--- src/rtl/rv32i_control_pkg.sv ---
// Shared definitions for the friscv fetch/decode/control unit and its ALU queue.
// Latency: n/a (constants, types and a pure decode helper only).
// Backpressure: n/a.
package friscv_h;

  // RV32I base opcodes (inst[6:0])
  localparam logic [6:0] NOP_OP  = 7'b0000000;
  localparam logic [6:0] LUI     = 7'b0110111;
  localparam logic [6:0] AUIPC   = 7'b0010111;
  localparam logic [6:0] JAL     = 7'b1101111;
  localparam logic [6:0] JALR    = 7'b1100111;
  localparam logic [6:0] BRANCH  = 7'b1100011;
  localparam logic [6:0] LOAD    = 7'b0000011;
  localparam logic [6:0] STORE   = 7'b0100011;
  localparam logic [6:0] I_ARITH = 7'b0010011;
  localparam logic [6:0] R_ARITH = 7'b0110011;
  localparam logic [6:0] FENCE   = 7'b0001111;
  localparam logic [6:0] SYS     = 7'b1110011;

  // Branch conditions (funct3)
  localparam logic [2:0] BEQ  = 3'b000;
  localparam logic [2:0] BNE  = 3'b001;
  localparam logic [2:0] BLT  = 3'b100;
  localparam logic [2:0] BGE  = 3'b101;
  localparam logic [2:0] BLTU = 3'b110;
  localparam logic [2:0] BGEU = 3'b111;

  localparam int ALU_FIFO_DEPTH = 4;

  // ALU instruction bus: {opcode, funct3, funct7, rs1, rs2, rd, imm12, imm20}, opcode at the MSBs
  localparam int ALU_INSTBUS_W = 64;
  localparam int IMM20_LSB  = 0;
  localparam int IMM12_LSB  = 20;
  localparam int RD_LSB     = 32;
  localparam int RS2_LSB    = 37;
  localparam int RS1_LSB    = 42;
  localparam int FUNCT7_LSB = 47;
  localparam int FUNCT3_LSB = 54;
  localparam int OPCODE_LSB = 57;

  typedef enum logic {
    CTRL_BOOT,
    CTRL_RUN
  } ctrl_state_t;

  // How the control unit treats an opcode
  typedef enum logic [1:0] {
    CLS_ILLEGAL,
    CLS_ALU,     // queued to the ALU
    CLS_FLOW,    // executed locally, needs an empty ALU queue
    CLS_NOP      // only advances the PC
  } inst_class_t;

  function automatic inst_class_t classify(input logic [6:0] op);
    inst_class_t cls;
    case (op)
      LUI, LOAD, STORE, I_ARITH, R_ARITH, SYS: cls = CLS_ALU;
      AUIPC, JAL, JALR, BRANCH:                cls = CLS_FLOW;
      NOP_OP, FENCE:                           cls = CLS_NOP;
      default:                                 cls = CLS_ILLEGAL;
    endcase
    return cls;
  endfunction

endpackage

--- src/rtl/rv32i_control_fifo.sv ---
// Synchronous single-clock FIFO with full/empty flags; head is shown on data_out.
// Latency: a pushed word is visible at data_out the cycle after the push edge.
// Backpressure: pushes while full and pops while empty are ignored.
module friscv_scfifo #(
  parameter int WIDTH = 8,
  parameter int DEPTH = 4
) (
  input  logic             aclk,
  input  logic             areset,
  input  logic             srst,
  input  logic             push,
  input  logic [WIDTH-1:0] data_in,
  input  logic             pop,
  output logic [WIDTH-1:0] data_out,
  output logic             full,
  output logic             empty
);

  localparam int AW = (DEPTH > 1) ? $clog2(DEPTH) : 1;

  logic [WIDTH-1:0] mem [DEPTH];
  logic [AW-1:0]    wr_ptr;
  logic [AW-1:0]    rd_ptr;
  logic [AW:0]      count;
  logic             do_push;
  logic             do_pop;

  assign full     = (count == (AW+1)'(DEPTH));
  assign empty    = (count == '0);
  assign do_push  = push & ~full;
  assign do_pop   = pop & ~empty;
  assign data_out = mem[rd_ptr];

  // Pointer and occupancy bookkeeping; storage itself needs no reset
  always_ff @(posedge aclk or posedge areset) begin
    if (areset) begin
      wr_ptr <= '0;
      rd_ptr <= '0;
      count  <= '0;
    end else if (srst) begin
      wr_ptr <= '0;
      rd_ptr <= '0;
      count  <= '0;
    end else begin
      if (do_push)
        wr_ptr <= (wr_ptr == AW'(DEPTH-1)) ? '0 : wr_ptr + AW'(1);
      if (do_pop)
        rd_ptr <= (rd_ptr == AW'(DEPTH-1)) ? '0 : rd_ptr + AW'(1);
      if (do_push && !do_pop)
        count <= count + (AW+1)'(1);
      else if (do_pop && !do_push)
        count <= count - (AW+1)'(1);
    end
  end

  // Storage write
  always_ff @(posedge aclk) begin
    if (do_push)
      mem[wr_ptr] <= data_in;
  end

endmodule

--- src/rtl/rv32i_control.sv ---
// RV32I fetch/decode/control: runs AUIPC/JAL/JALR/branches locally, queues ALU-class ops.
// Latency: accepted instruction updates pc/rd outputs on the accept edge; ALU ops reach alu_instbus one cycle later.
// Backpressure: fetch stalls (inst_en low) while the ALU queue is full; flow ops wait for the queue to drain.
module rv32i_control
  import friscv_h::*;
#(
  parameter int ADDRW     = 16,
  parameter int BOOT_ADDR = 0,
  parameter int XLEN      = 32
) (
  input  logic                     aclk,
  input  logic                     areset,
  input  logic                     srst,
  output logic                     inst_en,
  output logic [ADDRW-1:0]         inst_addr,
  input  logic [XLEN-1:0]          inst_rdata,
  input  logic                     inst_ready,
  output logic                     alu_en,
  input  logic                     alu_ready,
  output logic [ALU_INSTBUS_W-1:0] alu_instbus,
  output logic [4:0]               ctrl_rs1_addr,
  input  logic [XLEN-1:0]          ctrl_rs1_val,
  output logic [4:0]               ctrl_rs2_addr,
  input  logic [XLEN-1:0]          ctrl_rs2_val,
  output logic                     ctrl_rd_wr,
  output logic [4:0]               ctrl_rd_addr,
  output logic [XLEN-1:0]          ctrl_rd_val
);

  ctrl_state_t state_q, state_d;
  logic        run;

  logic [XLEN-1:0] pc;
  logic [XLEN-1:0] pc_next;
  logic            rd_wr_next;
  logic [4:0]      rd_addr_next;
  logic [XLEN-1:0] rd_val_next;

  logic [6:0]  opcode;
  logic [2:0]  funct3;
  inst_class_t iclass;
  logic        inst_error;
  logic        cond;
  logic        accept;
  logic        alu_inst_wr;
  logic        alu_pop;
  logic        taken;

  logic                     fifo_full;
  logic                     fifo_empty;
  logic [ALU_INSTBUS_W-1:0] alu_wdata;

  logic [XLEN-1:0] imm_u, imm_j, imm_i, imm_b;
  logic [XLEN-1:0] pc_plus4;
  logic [XLEN-1:0] jalr_sum;

  assign opcode        = inst_rdata[6:0];
  assign funct3        = inst_rdata[14:12];
  assign ctrl_rs1_addr = inst_rdata[19:15];
  assign ctrl_rs2_addr = inst_rdata[24:20];
  assign inst_addr     = pc[ADDRW-1:0];

  assign iclass     = classify(opcode);
  assign inst_error = (iclass == CLS_ILLEGAL);
  assign run        = (state_q == CTRL_RUN);
  assign inst_en    = run & ~fifo_full;
  assign alu_en     = ~fifo_empty;
  assign alu_pop    = alu_en & alu_ready;

  // Immediates, sign-extended to XLEN
  assign imm_u = XLEN'($signed({inst_rdata[31:12], 12'b0}));
  assign imm_j = XLEN'($signed({inst_rdata[31], inst_rdata[19:12], inst_rdata[20],
                                inst_rdata[30:21], 1'b0}));
  assign imm_i = XLEN'($signed(inst_rdata[31:20]));
  assign imm_b = XLEN'($signed({inst_rdata[31], inst_rdata[7], inst_rdata[30:25],
                                inst_rdata[11:8], 1'b0}));

  assign pc_plus4 = pc + XLEN'(4);
  assign jalr_sum = ctrl_rs1_val + imm_i;

  // Per-class acceptance condition: ALU ops need room, flow ops need a drained queue
  always_comb begin
    cond = 1'b0;
    case (iclass)
      CLS_ALU:  cond = ~fifo_full;
      CLS_FLOW: cond = fifo_empty;
      CLS_NOP:  cond = 1'b1;
      default:  cond = 1'b0;
    endcase
  end

  assign accept      = inst_en & inst_ready & ~inst_error & cond;
  assign alu_inst_wr = accept & (iclass == CLS_ALU);

  // Branch comparison on the operands present in the accept cycle
  always_comb begin
    taken = 1'b0;
    case (funct3)
      BEQ:     taken = (ctrl_rs1_val == ctrl_rs2_val);
      BNE:     taken = (ctrl_rs1_val != ctrl_rs2_val);
      BLT:     taken = ($signed(ctrl_rs1_val) <  $signed(ctrl_rs2_val));
      BGE:     taken = ($signed(ctrl_rs1_val) >= $signed(ctrl_rs2_val));
      BLTU:    taken = (ctrl_rs1_val <  ctrl_rs2_val);
      BGEU:    taken = (ctrl_rs1_val >= ctrl_rs2_val);
      default: taken = 1'b0;
    endcase
  end

  // Pack the decoded fields for the ALU queue
  always_comb begin
    alu_wdata = '0;
    alu_wdata[OPCODE_LSB +: 7]  = inst_rdata[6:0];
    alu_wdata[FUNCT3_LSB +: 3]  = inst_rdata[14:12];
    alu_wdata[FUNCT7_LSB +: 7]  = inst_rdata[31:25];
    alu_wdata[RS1_LSB    +: 5]  = inst_rdata[19:15];
    alu_wdata[RS2_LSB    +: 5]  = inst_rdata[24:20];
    alu_wdata[RD_LSB     +: 5]  = inst_rdata[11:7];
    alu_wdata[IMM12_LSB  +: 12] = inst_rdata[31:20];
    alu_wdata[IMM20_LSB  +: 20] = inst_rdata[31:12];
  end

  // Next PC and rd write-back for the accepted instruction
  always_comb begin
    pc_next      = pc;
    rd_wr_next   = 1'b0;
    rd_addr_next = ctrl_rd_addr;
    rd_val_next  = ctrl_rd_val;
    if (accept) begin
      case (iclass)
        CLS_ALU, CLS_NOP: pc_next = pc_plus4;
        CLS_FLOW: begin
          case (opcode)
            AUIPC: begin
              pc_next      = pc + imm_u;
              rd_wr_next   = 1'b1;
              rd_addr_next = inst_rdata[11:7];
              rd_val_next  = pc + imm_u;
            end
            JAL: begin
              pc_next      = pc + imm_j;
              rd_wr_next   = 1'b1;
              rd_addr_next = inst_rdata[11:7];
              rd_val_next  = pc_plus4;
            end
            JALR: begin
              pc_next      = {jalr_sum[XLEN-1:1], 1'b0};
              rd_wr_next   = 1'b1;
              rd_addr_next = inst_rdata[11:7];
              rd_val_next  = pc_plus4;
            end
            default: pc_next = taken ? (pc + imm_b) : pc_plus4;
          endcase
        end
        default: pc_next = pc;
      endcase
    end
  end

  // Boot sequencing: fetch starts one cycle after reset release
  always_comb begin
    state_d = state_q;
    case (state_q)
      CTRL_BOOT: state_d = CTRL_RUN;
      CTRL_RUN:  state_d = CTRL_RUN;
      default:   state_d = CTRL_BOOT;
    endcase
  end

  // State, PC and rd registers
  always_ff @(posedge aclk or posedge areset) begin
    if (areset) begin
      state_q      <= CTRL_BOOT;
      pc           <= XLEN'(BOOT_ADDR);
      ctrl_rd_wr   <= 1'b0;
      ctrl_rd_addr <= '0;
      ctrl_rd_val  <= '0;
    end else if (srst) begin
      state_q      <= CTRL_BOOT;
      pc           <= XLEN'(BOOT_ADDR);
      ctrl_rd_wr   <= 1'b0;
      ctrl_rd_addr <= '0;
      ctrl_rd_val  <= '0;
    end else begin
      state_q      <= state_d;
      pc           <= pc_next;
      ctrl_rd_wr   <= rd_wr_next;
      ctrl_rd_addr <= rd_addr_next;
      ctrl_rd_val  <= rd_val_next;
    end
  end

  friscv_scfifo #(
    .WIDTH (ALU_INSTBUS_W),
    .DEPTH (ALU_FIFO_DEPTH)
  ) u_alu_fifo (
    .aclk     (aclk),
    .areset   (areset),
    .srst     (srst),
    .push     (alu_inst_wr),
    .data_in  (alu_wdata),
    .pop      (alu_pop),
    .data_out (alu_instbus),
    .full     (fifo_full),
    .empty    (fifo_empty)
  );

endmodule

--- config.mk ---
export PLATFORM = sky130hd
export DESIGN_NAME = rv32i_control
export DESIGN_NICKNAME = d
export VERILOG_FILES = /design/src/rtl/rv32i_control_pkg.sv /design/src/rtl/rv32i_control_fifo.sv /design/src/rtl/rv32i_control.sv
export SDC_FILE = /design/constraint.sdc
export NUM_CORES = 1
export LEC_CHECK = 0
export BUFFER_PORTS_ARGS = -buffer_cell sky130_fd_sc_hd__buf_2
export CORE_MARGIN = 5
export CORE_UTILIZATION = 59
export DETAILED_ROUTE_END_ITERATION = 6
export GPL_ROUTABILITY_DRIVEN = 0
export PLACE_DENSITY = 0.82
export SLEW_MARGIN = 20
export SYNTH_ARGS = -nofsm -noshare
export SYNTH_HDL_FRONTEND = slang
export SYNTH_SLANG_ARGS = --single-unit
--- constraint.sdc ---
create_clock -name aclk -period 3.73 [get_ports aclk]
set_input_delay 0.373 -clock aclk [delete_from_list [all_inputs] [get_ports aclk]]
set_output_delay 0.373 -clock aclk [all_outputs]
set_load 0.01 [all_outputs]
* Word level (Yosys, flattened, before mapping)
Memory sizes are Yosys's and may differ from the RTL's.
Index checks and enable logic that the tools add are counted.
** Word-level totals
- Flip-flop bits (word level) :: 78
- Bits in writable memories :: 256
- Bits of input ports :: 101
- Output and inout port bits :: 130
- Word-level logic and storage cells :: 114
- Memories :: 1
** Operators by class
- Add/subtract/negate cells :: 9
- Order comparisons :: 4
- Eq/ne operators :: 24
- Muxes and demuxes :: 32
- Bitwise operators :: 11
- Reduce and logical (&&, ||, !) cells :: 25
** Memory list
- u_alu_fifo.mem :: words 4, width 64, rd ports 1, clocked after memory_dff 0, wr ports 1, RTL line rv32i_control_fifo.sv:21 : logic [WIDTH-1:0] mem [DEPTH];
** Operators by type and width (count)
- 2-to-1 mux 32 bit :: 6
- adder 32 bit :: 4
- one-hot mux 32 bit (2 select lines) :: 2
- one-hot mux 32 bit (3 select lines) :: 1
- greater-or-equal comparator 32 bit :: 2
- < comparator 32 bit :: 2
- adder 32 x 3 -> 32 bit (second input constant) :: 1
- == test 32 bit :: 1
- != test 32 bit :: 1
- == test 7 bit (second input constant) :: 4
- == test 7 x 6 -> 1 bit (second input constant) :: 3
- 2-to-1 mux 5 bit :: 4
- == test 3 bit (second input constant) :: 5
- == test 7 x 5 -> 1 bit (second input constant) :: 2
- 2-to-1 mux 2 bit :: 6
- nonzero test 2 bit :: 5
- 2-to-1 mux 3 bit :: 3
- nonzero test 3 bit :: 3
- bitwise AND 1 bit :: 8
- == test 2 bit (second input constant) :: 4
- == test 7 x 2 -> 1 bit (second input constant) :: 1
- == test 7 x 4 -> 1 bit (second input constant) :: 1
- logical NOT 7 bit :: 1
- 2-to-1 mux 1 bit :: 7
- other kinds (19) :: 28

* Depth between registers and ports, before layout
Gate-level depths: netlist (run 1).
- Depth after elaboration :: 14
- Mapped depth :: 14
- Gate-level depth less buffers :: 12

* Cells and area by module
Synthesis (run 1) repeated with hierarchy kept, for this count alone.
** Unflattened totals
- Cells, all modules :: 1891
- Area total of the unflattened synthesis :: 20976.4 um^2
** By module, submodules not included
- rv32i_control :: times used 1, cells an instance 1492, area each 11172.0 um^2, seq. area each 1751.7 um^2
- friscv_scfifo :: times used 1, cells an instance 399, area each 9804.4 um^2, seq. area each 7862.5 um^2

* Worst setup path after synthesis (run 1)
No wires, ideal clock.
- Path kind :: reg-to-reg
- From :: reg pc[1]
- To :: reg pc[25]
- Setup time :: 0.120 ns
- Arrival time :: 3.077 ns
- Required time :: 3.610 ns
- Path slack :: 0.533 ns
- Cell stages (with the launch flop) :: 13
- Buffers on the path :: 0
- Period minus slack after synthesis :: 3.197 ns
- Cell sequence :: dfrtp_1 ha_1 fa_1 a211oi_1 o21ai_1 nand3_1 o31ai_1 a211oi_2 o21a_1 nor2_1 and4b_1 or4_1 a31o_2
** On the way
- Cells in the longest elaborated chain, start to end :: 6
- Elaborated cells between the ends (all ways) :: 9
- Those cells by class :: 4 x add/sub; 5 x mux
** RTL lines
- start: declaration :: RTL line rv32i_control.sv:33 : logic [XLEN-1:0] pc;
- start signal: assignment :: RTL line rv32i_control.sv:173 : pc <= XLEN'(BOOT_ADDR);
- start signal: assignment :: RTL line rv32i_control.sv:179 : pc <= XLEN'(BOOT_ADDR);
- start signal: assignment :: RTL line rv32i_control.sv:185 : pc <= pc_next;
- adder 32 x 3 -> 32 bit / adder 32 bit (equally long branches) :: RTL line rv32i_control.sv:78, rv32i_control.sv:151
- 2-to-1 mux 32 bit :: RTL line rv32i_control.sv:151 : default: pc_next = taken ? (pc + imm_b) : pc_plus4;
- one-hot mux 32 bit (3 select lines) :: RTL line rv32i_control.sv:132 : case (opcode)
- one-hot mux 32 bit (2 select lines) * :: RTL line rv32i_control.sv:129 : case (iclass)
- 2-to-1 mux 32 bit * :: RTL line rv32i_control.sv:128 : if (accept) begin
- 2-to-1 mux 32 bit * :: RTL line rv32i_control.sv:177 : end else if (srst) begin
Mark *: on every way between the ends. The rest lies on a longest branch, timed or not. The select of a mux whose other input is x is not followed.
A chain may end at the register's enable or synchronous reset.

* Final worst setup path (run 1)
- From :: reg pc[14]
- To :: reg pc[30]
Same word-level chain as after synthesis.

==> Implementation_results.wiki, run 1 <==
{| class="wikitable"
! Metric !! Value
|-
| Proportion of synthesized area in mux cells || under 10%
|-
| Critical path arrival || between 4 and 5 ns
|-
| All-layer global routing usage || between 30% and 40%
|-
| Total core area || roughly 0.027 mm2
|-
| FFs w/ async S/R, synth || 37.56%
|-
| Number of sinks driven by the clock tree || 205
|-
| Area share of xor/xnor cells in the synthesized design || 6.857%
|-
| Required time of the critical path || approximately 4.2 ns
|-
| Failing checks || design-rule violations
|-
| Detailed-route wire length per cell || around 23 um
|-
| DR vias/cell || around 6.7
|-
| Maximum number of pins on one net before global-route repair || 39
|-
| Amount of wire on met2 after detailed routing || 24.13 mm
|-
| Post-synthesis sequential area ratio || between 30% and 40%
|-
| Total routed wirelength || roughly 52 mm
|-
| Highest routed metal layer || met4
|-
| Final count of pins violating max slew || 0
|-
| Number of max-cap violations || 0
|-
| Boundary pin count || roughly 230
|-
| Remaining antenna violation count || 0
|-
| H-tree depth || 1
|-
| Critical path peak fanout || 9
|-
| Gate Count Post-Synth || between 1500 and 2000
|-
| Worst Hold Margin || between 0.1 and 0.15 ns
|-
| Final critical-path setup slack || around 0.17 ns
|-
| Most common cell after layout, fill and taps aside || sky130_fd_sc_hd__buf_2
|-
| CTS tree || yes
|-
| Placement Rows || 60
|-
| Type of element capturing the critical path || flip-flop
|-
| Post-route standard cell area excluding fillers || ~0.018 mm2
|-
| Growth of design area from synthesis to finish || 13.92%
|-
| Maximum root-to-sink buffer count || 3
|-
| Area of the multi-input gates || just over 0.009 mm2
|-
| Total die area || ~0.031 mm2
|-
| Worst Setup Start Kind || flip-flop
|-
| Routed length on met3 || ~5.6 mm
|-
| Global route total overflow || 0
|-
| Critical path class || reg -> reg
|-
| Source of the worst register-to-register timing path || pc[14]
|-
| Most instantiated flip-flop cell in the synthesis netlist || sky130_fd_sc_hd__edfxtp_1
|-
| Critical hold path startpoint || inst_rdata[11]
|-
| Post-CTS clock slew at the launch and capture registers of the worst setup and hold paths || around 0.070 ns
|-
| Post-Syn Nets || just under 2000
|-
| Number of setup violations in the final report || 0
|-
| Minimum period implied by the final worst setup slack || around 3.6 ns
|-
| Run status || finished, violations left
|-
| Via count of the first global-routing pass || roughly 15000
|-
| Clock Skews || ~0.011 ns
|-
| Yosys Warn Count || 0
|-
| Number of storage elements in the synthesis netlist || just over 200
|-
| Die Wd || ~180 um
|-
| Wire length on met1 || around 19 mm
|-
| Height of the chip || around 180 um
|-
| Clock latency on the worst-skew pair || between 0.5 and 0.6 ns
|-
| 1st-iter DRT viols || around 2000
|-
| Number of hold violations in the final report || 0
|-
| Highest clock frequency the design can meet || 0.2812 GHz
|-
| Number of fill cells || between 2000 and 2500
|-
| Number of antenna violations at the first check in global routing || 1
|-
| Post-synth EDFFs || about 130
|-
| Crit share post-route || 95.36%
|-
| Inserted Clock Buffers || 22
|-
| Combinational family with the most area after synthesis || compound AO/OA/AOI/OAI gates
|-
| Avg Cell Area, Syn || roughly 9.3 um2
|-
| Footprint of the flip-flops and latches || 0.005772 mm2
|-
| Share of the synthesized area in compound gates (AO/OA/AOI/OAI) || between 10% and 20%
|-
| Max rail drop VDD || 0.2462 mV
|-
| HPWL reported at the end of detailed placement || roughly 39 mm
|-
| Synth Area in Adders || 10.11%
|-
| Number of nets in the layout || 2145
|-
| CP startpoint || pc[14]
|-
| Class of the worst hold path || in -> reg
|-
| Effective utilization at floorplan || about three fifths
|-
| Remaining design rule violation count || 32
|-
| P per Cell Area || around 360 mW/mm2
|-
| Synthesized cell area || between 0.015 and 0.02 mm2
|-
| Slew at the pin closest to its max-slew limit || 0.9509 ns
|-
| Buffers on Ports || 229
|-
| Max-Slew Margin vs Limit || 36.60%
|-
| Fraction of final layout cells with drive strength greater than 1 || 20.59%
|-
| Overall via count from detail_route || around 15000
|-
| Global-route wire length before repair || 81.10 mm
|-
| Root buffer cell || sky130_fd_sc_hd__clkbuf_16
|-
| Commonest cells after routing, fill and taps aside || sky130_fd_sc_hd__buf_2 (229), sky130_fd_sc_hd__nand2_1 (155), sky130_fd_sc_hd__nor2_1 (149), sky130_fd_sc_hd__a21oi_1 (149), sky130_fd_sc_hd__edfxtp_1 (128)
|-
| Post-detailed-placement cell area || 0.01756 mm2
|-
| Leakage || approximately 7.9 nW
|-
| Minimum setup slack after placement || 0.1181 ns
|-
| Count of cell types in the netlist || 83
|-
| TritonRoute pass-1 iters || 7
|-
| Post-synthesis simple-gate area fraction || approximately 15%
|-
| Buffers inserted during post-CTS setup optimization || 0
|}
[per-layer routing]
metal / vias up / GRT usage [%]
li1: 6756 / -
met1: 7093 / 40.70
met2: 1006 / 54.48
met3: 286 / 6.383
met4: 0 / 19.71
met5: - / 0
[sequential cells by signal (all words and copies together) (netlist names)]
register           flops
run                    1
u_alu_fifo.count       3
u_alu_fifo.rd_ptr      2
ctrl_rd_wr             1
ctrl_rd_val           32
u_alu_fifo.wr_ptr      2
pc                    31
ctrl_rd_addr           5
u_alu_fifo.mem       128
[report_power, final]
part	switching (mW)	internal [mW]	total [mW]
sequential	0.0890	2.45	2.54
combinational	1.01	0.760	1.77
clock	0.944	1.32	2.26
[metrics by stage]
step | total power [mW] | std cells | TNS [ns] | util [%]
floorplan | 3.802 | 1724 | 0 | -
global placement | 4.270 | 2233 | 0 | 65.35
detailed placement | 4.316 | 2233 | 0 | 65.35
CTS | 6.563 | 2274 | 0 | 68.16
global route | 6.839 | 2274 | -0.03960 | 68.21
finish | 6.569 | 2275 | 0 | 68.22
[cell usage after synthesis, types with 12 or more instances]
| cell type | number | area share (%) |
|---|---|---|
| sky130_fd_sc_hd__xnor2_1 | 78 | 4.2 |
| sky130_fd_sc_hd__nand3_1 | 47 | 1.5 |
| sky130_fd_sc_hd__nand2_1 | 155 | 3.6 |
| sky130_fd_sc_hd__buf_4 | 58 | 2.7 |
| sky130_fd_sc_hd__mux4_2 | 32 | 4.5 |
| sky130_fd_sc_hd__nor2_1 | 150 | 3.5 |
| sky130_fd_sc_hd__o211ai_1 | 16 | 0.75 |
| sky130_fd_sc_hd__a21o_1 | 34 | 1.6 |
| sky130_fd_sc_hd__o21a_1 | 13 | 0.61 |
| sky130_fd_sc_hd__dfrtp_1 | 77 | 12 |
| sky130_fd_sc_hd__o21ai_0 | 91 | 2.8 |
| sky130_fd_sc_hd__nand4_1 | 23 | 0.89 |
| sky130_fd_sc_hd__xor2_1 | 48 | 2.6 |
| sky130_fd_sc_hd__nand2b_1 | 14 | 0.54 |
| sky130_fd_sc_hd__clkbuf_1 | 62 | 1.4 |
| sky130_fd_sc_hd__a31oi_1 | 17 | 0.66 |
| sky130_fd_sc_hd__nor3_1 | 37 | 1.2 |
| sky130_fd_sc_hd__inv_1 | 68 | 1.6 |
| sky130_fd_sc_hd__a21oi_1 | 149 | 4.6 |
| sky130_fd_sc_hd__ha_1 | 122 | 9.5 |
| sky130_fd_sc_hd__a211oi_1 | 42 | 2.0 |
| sky130_fd_sc_hd__or3_1 | 12 | 0.47 |
| sky130_fd_sc_hd__and3_1 | 14 | 0.54 |
| sky130_fd_sc_hd__mux2i_1 | 17 | 1.1 |
| sky130_fd_sc_hd__and2_1 | 15 | 0.58 |
| sky130_fd_sc_hd__o21bai_1 | 18 | 0.84 |
| sky130_fd_sc_hd__edfxtp_1 | 128 | 24 |
[cell families (layout without fill, tap and decap cells)]
logic type,count (synthesis),after routing
other,1,2
and+or+nand+nor,516,516
muxes,52,52
AOI/OAI and AO/OA,494,494
xor gates and xnor gates,126,126
buffers and inverters,203,412
adders and majority gates,127,127
DFF,205,205
[layout make-up]
class | count | share of cell area (%)
timing repair buffer | 304 | 9.745
sequential | 205 | 31.48
antenna | 1 | 0.01365
multi-input combinational | 1316 | 50.97
clock inverter | 16 | 0.9691
clock buffer | 24 | 3.098
tap | 341 | 2.327
inverter | 68 | 1.399
[worst paths after layout]
check	cells after the start	slack [ns]	to
worst max-delay path	12	0.17	pc[30]
worst min-delay path	1	0.12	u_alu_fifo.mem[0][36]
worst max register to register	12	0.17	pc[30]
worst min register to register	2	0.51	ctrl_rd_val[25]
max in group asynchronous	4	2.37	pc[13]
min in group asynchronous	3	0.47	ctrl_rd_val[28]
[critical path, cell delays in order (launching register included)]
cell                        delay (ns)
sky130_fd_sc_hd__dfrtp_1          0.49
sky130_fd_sc_hd__ha_1             0.49
sky130_fd_sc_hd__and4_1           0.26
sky130_fd_sc_hd__a211o_1          0.30
sky130_fd_sc_hd__o21a_1           0.24
sky130_fd_sc_hd__a21oi_1          0.28
sky130_fd_sc_hd__o21ai_0          0.25
sky130_fd_sc_hd__a2111oi_1        0.49
sky130_fd_sc_hd__a41oi_1          0.08
sky130_fd_sc_hd__o21ai_0          0.24
sky130_fd_sc_hd__buf_4            0.16
sky130_fd_sc_hd__a211o_1          0.09
sky130_fd_sc_hd__a31o_2           0.14
[timing repair]
item,CTS,global route
resized for setup,0,3
endpoints found under the setup margin,0,2
endpoints found under the hold margin,36,0
hold buffers,1,0
Note: power is estimated with default switching activity, not from simulation.
==> run 2, diff against run 1 <==
Settings changed: CELL_PAD_IN_SITES_DETAIL_PLACEMENT set to 0, CELL_PAD_IN_SITES_GLOBAL_PLACEMENT set to 1, CORE_UTILIZATION 59 to 49, PLACE_DENSITY 0.82 to not set, PLACE_DENSITY_LB_ADDON set to 0.1, SYNTH_HIERARCHICAL set to 1.
==> run 2 against run 1 <==
  * Clock-buffer cell count increased by 16
  * Cell area grew 32%
  * Area after synthesis rose by 30%
  * Sequential power grew 58%
  * Maximum frequency decreased by 1.9%
  * Global-route usage down 5.5 points
  * Worst hold slack better by 0.0032 ns
  * Clock skew grew 0.016 ns
  * The run now ends clean
  * Die area increased by 53%
  * Non-clock buffer count increased by 28
  * First-iteration DRC count shrank 8.2%
  * Flip-flop and latch count rose by 128
==> Implementation_results.wiki, run 2 <==
{| class="wikitable"
! Metric !! Value
|-
| Run status || finished clean (was finished, violations left)
|-
| Gate family responsible for the most delay along the worst path || compound AO/OA/AOI/OAI gates (unchanged)
|-
| Number of sinks driven by the clock tree || 333 (was 205)
|-
| Yosys Warn Count || 6 (was 0)
|-
| Critical path class || reg -> reg (unchanged)
|-
| HPWL reported at the end of detailed placement || 50.30 mm (was 39.18 mm)
|-
| All-layer global routing usage || 27.66% (was 33.16%)
|-
| Clock Skews || 0.02730 ns (was 0.01136 ns)
|-
| Total die area || 0.04705 mm2 (was 0.03068 mm2)
|-
| Buffers on Ports || 229 (unchanged)
|-
| Inserted Clock Buffers || 34 (was 22)
|-
| Minimum setup slack after placement || 0.1071 ns (was 0.1181 ns)
|-
| Crit share post-route || 97.16% (was 95.36%)
|-
| Total routed wirelength || 66.71 mm (was 52.29 mm)
|-
| Hold EP || u_alu_fifo/mem[2][57] (was u_alu_fifo.mem[0][36])
|-
| Number of storage elements in the synthesis netlist || 333 (was 205)
|-
| Critical path peak fanout || 5 (was 9)
|-
| Global route total overflow || 0 (unchanged)
|-
| Required time of the critical path || 4.15 ns (was 4.19 ns)
|-
| Final total negative setup slack || 0 ns (unchanged)
|-
| 1st-iter DRT viols || 1800 (was 1961)
|-
| Cells taking the most area after synthesis || sky130_fd_sc_hd__edfxtp_1 (37%), sky130_fd_sc_hd__dfrtp_1 (9.2%), sky130_fd_sc_hd__ha_1 (7.3%) (was sky130_fd_sc_hd__edfxtp_1 (24%), sky130_fd_sc_hd__dfrtp_1 (12%), sky130_fd_sc_hd__ha_1 (9.5%))
|-
| Final critical-path setup slack || 0.1060 ns (was 0.1732 ns)
|-
| Highest cell delay on the worst timing path || 0.44 ns (was 0.49 ns)
|-
| Type of element capturing the critical path || flip-flop (unchanged)
|-
| Number of setup violations in the final report || 0 (unchanged)
|-
| CP bufs+invs || 0 (was 1)
|-
| DR vias/cell || 6.196 (was 6.655)
|-
| Post_cts resized || 0 (unchanged)
|-
| Clock latency on the worst-skew pair || 0.53 ns (was 0.52 ns)
|-
| Post-synth EDFFs || 256 (was 128)
|-
| Post-Syn Nets || 2119 (was 1952)
|-
| Gate Count Post-Synth || 1891 (was 1724)
|-
| Leakage || 9.707 nW (was 7.917 nW)
|-
| H-tree depth || 2 (was 1)
|-
| Worst Hold Depth || 1 (unchanged)
|-
| Slowest-stage cell, CP || sky130_fd_sc_hd__fa_1 (was sky130_fd_sc_hd__dfrtp_1)
|-
| TritonRoute pass-1 iters || 7 (unchanged)
|-
| Final count of pins violating max slew || 0 (unchanged)
|-
| Class of the worst hold path || in -> reg (unchanged)
|-
| Number of max-cap violations || 0 (unchanged)
|-
| Destination of the worst register-to-register timing path || pc[20] (was pc[30])
|-
| FFs w/ async S/R, synth || 23.12% (was 37.56%)
|-
| Maximum root-to-sink buffer count || 3 (unchanged)
|-
| Remaining antenna violation count || 0 (unchanged)
|-
| Critical hold path startpoint || inst_rdata[0] (was inst_rdata[11])
|-
| Post-CTS clock slew at the launch and capture registers of the worst setup and hold paths || 0.07 ns (about the same)
|-
| Top cell type by total area after synthesis || sky130_fd_sc_hd__edfxtp_1 (unchanged)
|-
| Die Wd || 216.9 um (was 175.2 um)
|-
| Register with the most flip-flops || u_alu_fifo/mem (was u_alu_fifo.mem)
|-
| Minimum period implied by the final worst setup slack || 3.624 ns (was 3.557 ns)
|-
| Most instantiated flip-flop cell in the synthesis netlist || sky130_fd_sc_hd__edfxtp_1 (unchanged)
|-
| Avg Cell Area, Syn || 11.09 um2 (was 9.335 um2)
|-
| Cell count of the worst reg-to-reg path || 11 (was 12)
|-
| Total core area || 0.04213 mm2 (was 0.02688 mm2)
|-
| Synthesized cell area || 0.02098 mm2 (was 0.01609 mm2)
|-
| Max rail drop VDD || 0.3253 mV (was 0.2462 mV)
|-
| Antenna Cells || 0 (was 1)
|-
| Detailed-route wire length per cell || 24.62 um (was 22.99 um)
|-
| Via count of the first global-routing pass || 16480 (was 14970)
|-
| Most common cell after layout, fill and taps aside || sky130_fd_sc_hd__edfxtp_1 (was sky130_fd_sc_hd__buf_2)
|-
| Slew at the pin closest to its max-slew limit || 1.022 ns (was 0.9509 ns)
|-
| P per Cell Area || 347.4 mW/mm2 (was 358.3 mW/mm2)
|-
| Highest clock frequency the design can meet || 0.2759 GHz (was 0.2812 GHz)
|-
| Growth of design area from synthesis to finish || 15.23% (was 13.92%)
|-
| Height of the chip || 216.9 um (was 175.2 um)
|-
| Number of antenna violations at the first check in global routing || 0 (was 1)
|-
| Maximum number of pins on one net before global-route repair || 71 (was 39)
|-
| Top Registers || u_alu_fifo/mem: 256 flops, ctrl_rd_val: 32 flops, pc: 31 flops (was u_alu_fifo.mem: 128 flops, ctrl_rd_val: 32 flops, pc: 31 flops)
|-
| Number of hold violations in the final report || 0 (unchanged)
|-
| Critical path arrival || 4.04 ns (was 4.02 ns)
|-
| Worst Setup Start Kind || flip-flop (unchanged)
|-
| Global-route wire length before repair || 100.5 mm (was 81.10 mm)
|-
| Remaining design rule violation count || 0 (was 32)
|-
| Area share of the leading cell type in the synthesized netlist || 36.65% (was 23.88%)
|-
| Max FFs per register || 256 (was 128)
|-
| CTS tree || yes (unchanged)
|-
| Max-Slew Margin vs Limit || 31.71% (was 36.60%)
|-
| List of most frequent post-synthesis cells || sky130_fd_sc_hd__edfxtp_1 (256), sky130_fd_sc_hd__a21oi_1 (160), sky130_fd_sc_hd__nand2_1 (152) (was sky130_fd_sc_hd__nand2_1 (155), sky130_fd_sc_hd__nor2_1 (150), sky130_fd_sc_hd__a21oi_1 (149))
|-
| Unrepaired setup endpoints after global routing || no
|-
| Overall via count from detail_route || 16790 (was 15140)
|-
| Number of fill cells || 3600 (was 2095)
|-
| Placement Rows || 75 (was 60)
|-
| Number of nets in the layout || 2373 (was 2145)
|-
| Cell with the most instances after synthesis || sky130_fd_sc_hd__edfxtp_1 (was sky130_fd_sc_hd__nand2_1)
|-
| Fraction of final layout cells with drive strength greater than 1 || 23.54% (was 20.59%)
|-
| Boundary pin count || 231 (unchanged)
|-
| Commonest cells after routing, fill and taps aside || sky130_fd_sc_hd__edfxtp_1 (256), sky130_fd_sc_hd__buf_2 (229), sky130_fd_sc_hd__a21oi_1 (159) (was sky130_fd_sc_hd__buf_2 (229), sky130_fd_sc_hd__nand2_1 (155), sky130_fd_sc_hd__nor2_1 (149), sky130_fd_sc_hd__a21oi_1 (149), sky130_fd_sc_hd__edfxtp_1 (128))
|-
| Count of cell types in the netlist || 107 (was 83)
|-
| Root buffer cell || sky130_fd_sc_hd__clkbuf_16 (unchanged)
|-
| Effective utilization at floorplan || 49.78% (was 59.88%)
|-
| Post-synthesis sequential area ratio || 45.83% (was 35.86%)
|-
| Worst-case register-to-register setup slack || 0.11 ns (was 0.17 ns)
|-
| Cells traversed along the worst timing path || ha_1 > fa_1 > a211oi_2 > o21bai_1 > a21o_1 > a21o_1 > a221o_1 > xor2_1 > a22oi_1 > o41ai_1 > a221o_1 (was ha_1 > and4_1 > a211o_1 > o21a_1 > a21oi_1 > o21ai_0 > a2111oi_1 > a41oi_1 > o21ai_0 > buf_4 > a211o_1 > a31o_2)
|-
| Source of the worst register-to-register timing path || pc[12] (was pc[14])
|}
[run 2: changes by cell type after synthesis, moves of 8 or more]
cell,delta
sky130_fd_sc_hd__buf_4,-25
sky130_fd_sc_hd__xnor2_1,+8
sky130_fd_sc_hd__a21oi_1,+11
sky130_fd_sc_hd__a211oi_1,-19
sky130_fd_sc_hd__clkbuf_1,-17
sky130_fd_sc_hd__edfxtp_1,+128
sky130_fd_sc_hd__buf_2,+15
sky130_fd_sc_hd__nor2_1,-47
sky130_fd_sc_hd__a22o_1,+8
sky130_fd_sc_hd__mux4_2,+32
sky130_fd_sc_hd__o21ai_0,+36
[run 2: logic make-up after synthesis]
kind of cell	synth area share (%)
AOI/OAI and AO/OA	17.31
xor gates and xnor gates	5.344
adders and majority gates	7.802
buffers and inverters	4.277
DFF	45.83
muxes	8.023
other	0.01788
and+or+nand+nor	11.39
[run 2: where the power goes]
part	switching [mW]	internal, mW
clock	1.43	1.91
combinational	0.670	0.376
sequential	0.00609	4.01
total	2.10	6.29
[run 2: what timing repair did]
action | in CTS | in global routing
hold buffers | 1 | 0
endpoints found under the hold margin | 7 | 0
setup buffers | 0 | 0
[run 2: stage by stage]
| stage | util, % | hold slack (ns) | instances | total power, mW | instance area (um2) |
|---|---|---|---|---|---|
| final | 57.37 | 0.1205 | 2710 | 8.397 | 24170 |
| after global routing | 57.37 | 0.1014 | 2710 | 8.727 | 24170 |
| after CTS | 57.30 | 0.09157 | 2709 | 8.445 | 24140 |
| after detailed placement | 54.66 | 0.3536 | 2646 | 5.115 | 23030 |
| after global placement | 54.66 | 0.3512 | 2646 | 5.099 | 23030 |
| after floorplan | - | 0.1764 | 1891 | 4.708 | 20980 |
[run 2: layer usage]
layer / GRT usage, % / vias to the layer above / routed length, um
met2: 44.98 / 749 / 31220
met3: 4.016 / 116 / 4967
met5: 0 / - / 0
met4: 8.511 / 0 / 2176
li1: - / 7737 / -
met1: 38.91 / 8189 / 28350
[run 2: final cells by class]
class	instances	area [um2]	area share (%)
Clock inverter	22	188.9	0.7817
Timing Repair Buffer	332	2042	8.448
Tap cell	539	674.4	2.790
Sequential cell	333	9619	39.80
Clock buffer	40	914.6	3.784
Inverter	65	244.0	1.009
Multi-Input combinational cell	1379	10490	43.39
[run 2: worst max path at each step]
stage	startpoint	end	slack, ns	cells past startpoint
after floorplan	pc[12]	pc[20]	0.61	11
after global placement	inst_rdata[20]	pc[20]	0.13	13
after detailed placement	inst_rdata[20]	pc[20]	0.11	13
after CTS	pc[12]	pc[20]	0.20	11
after global routing	pc[12]	pc[24]	0.06	11
final	pc[12]	pc[20]	0.11	11
[run 2: worst reg2reg max path: cells and delay by family, from the launching register on]
family / cells / cell delay, ns
xor gates and xnor gates: 1 / 0.16
AOI/OAI and AO/OA: 8 / 2.18
adders and majority gates: 2 / 0.75
DFF: 1 / 0.41
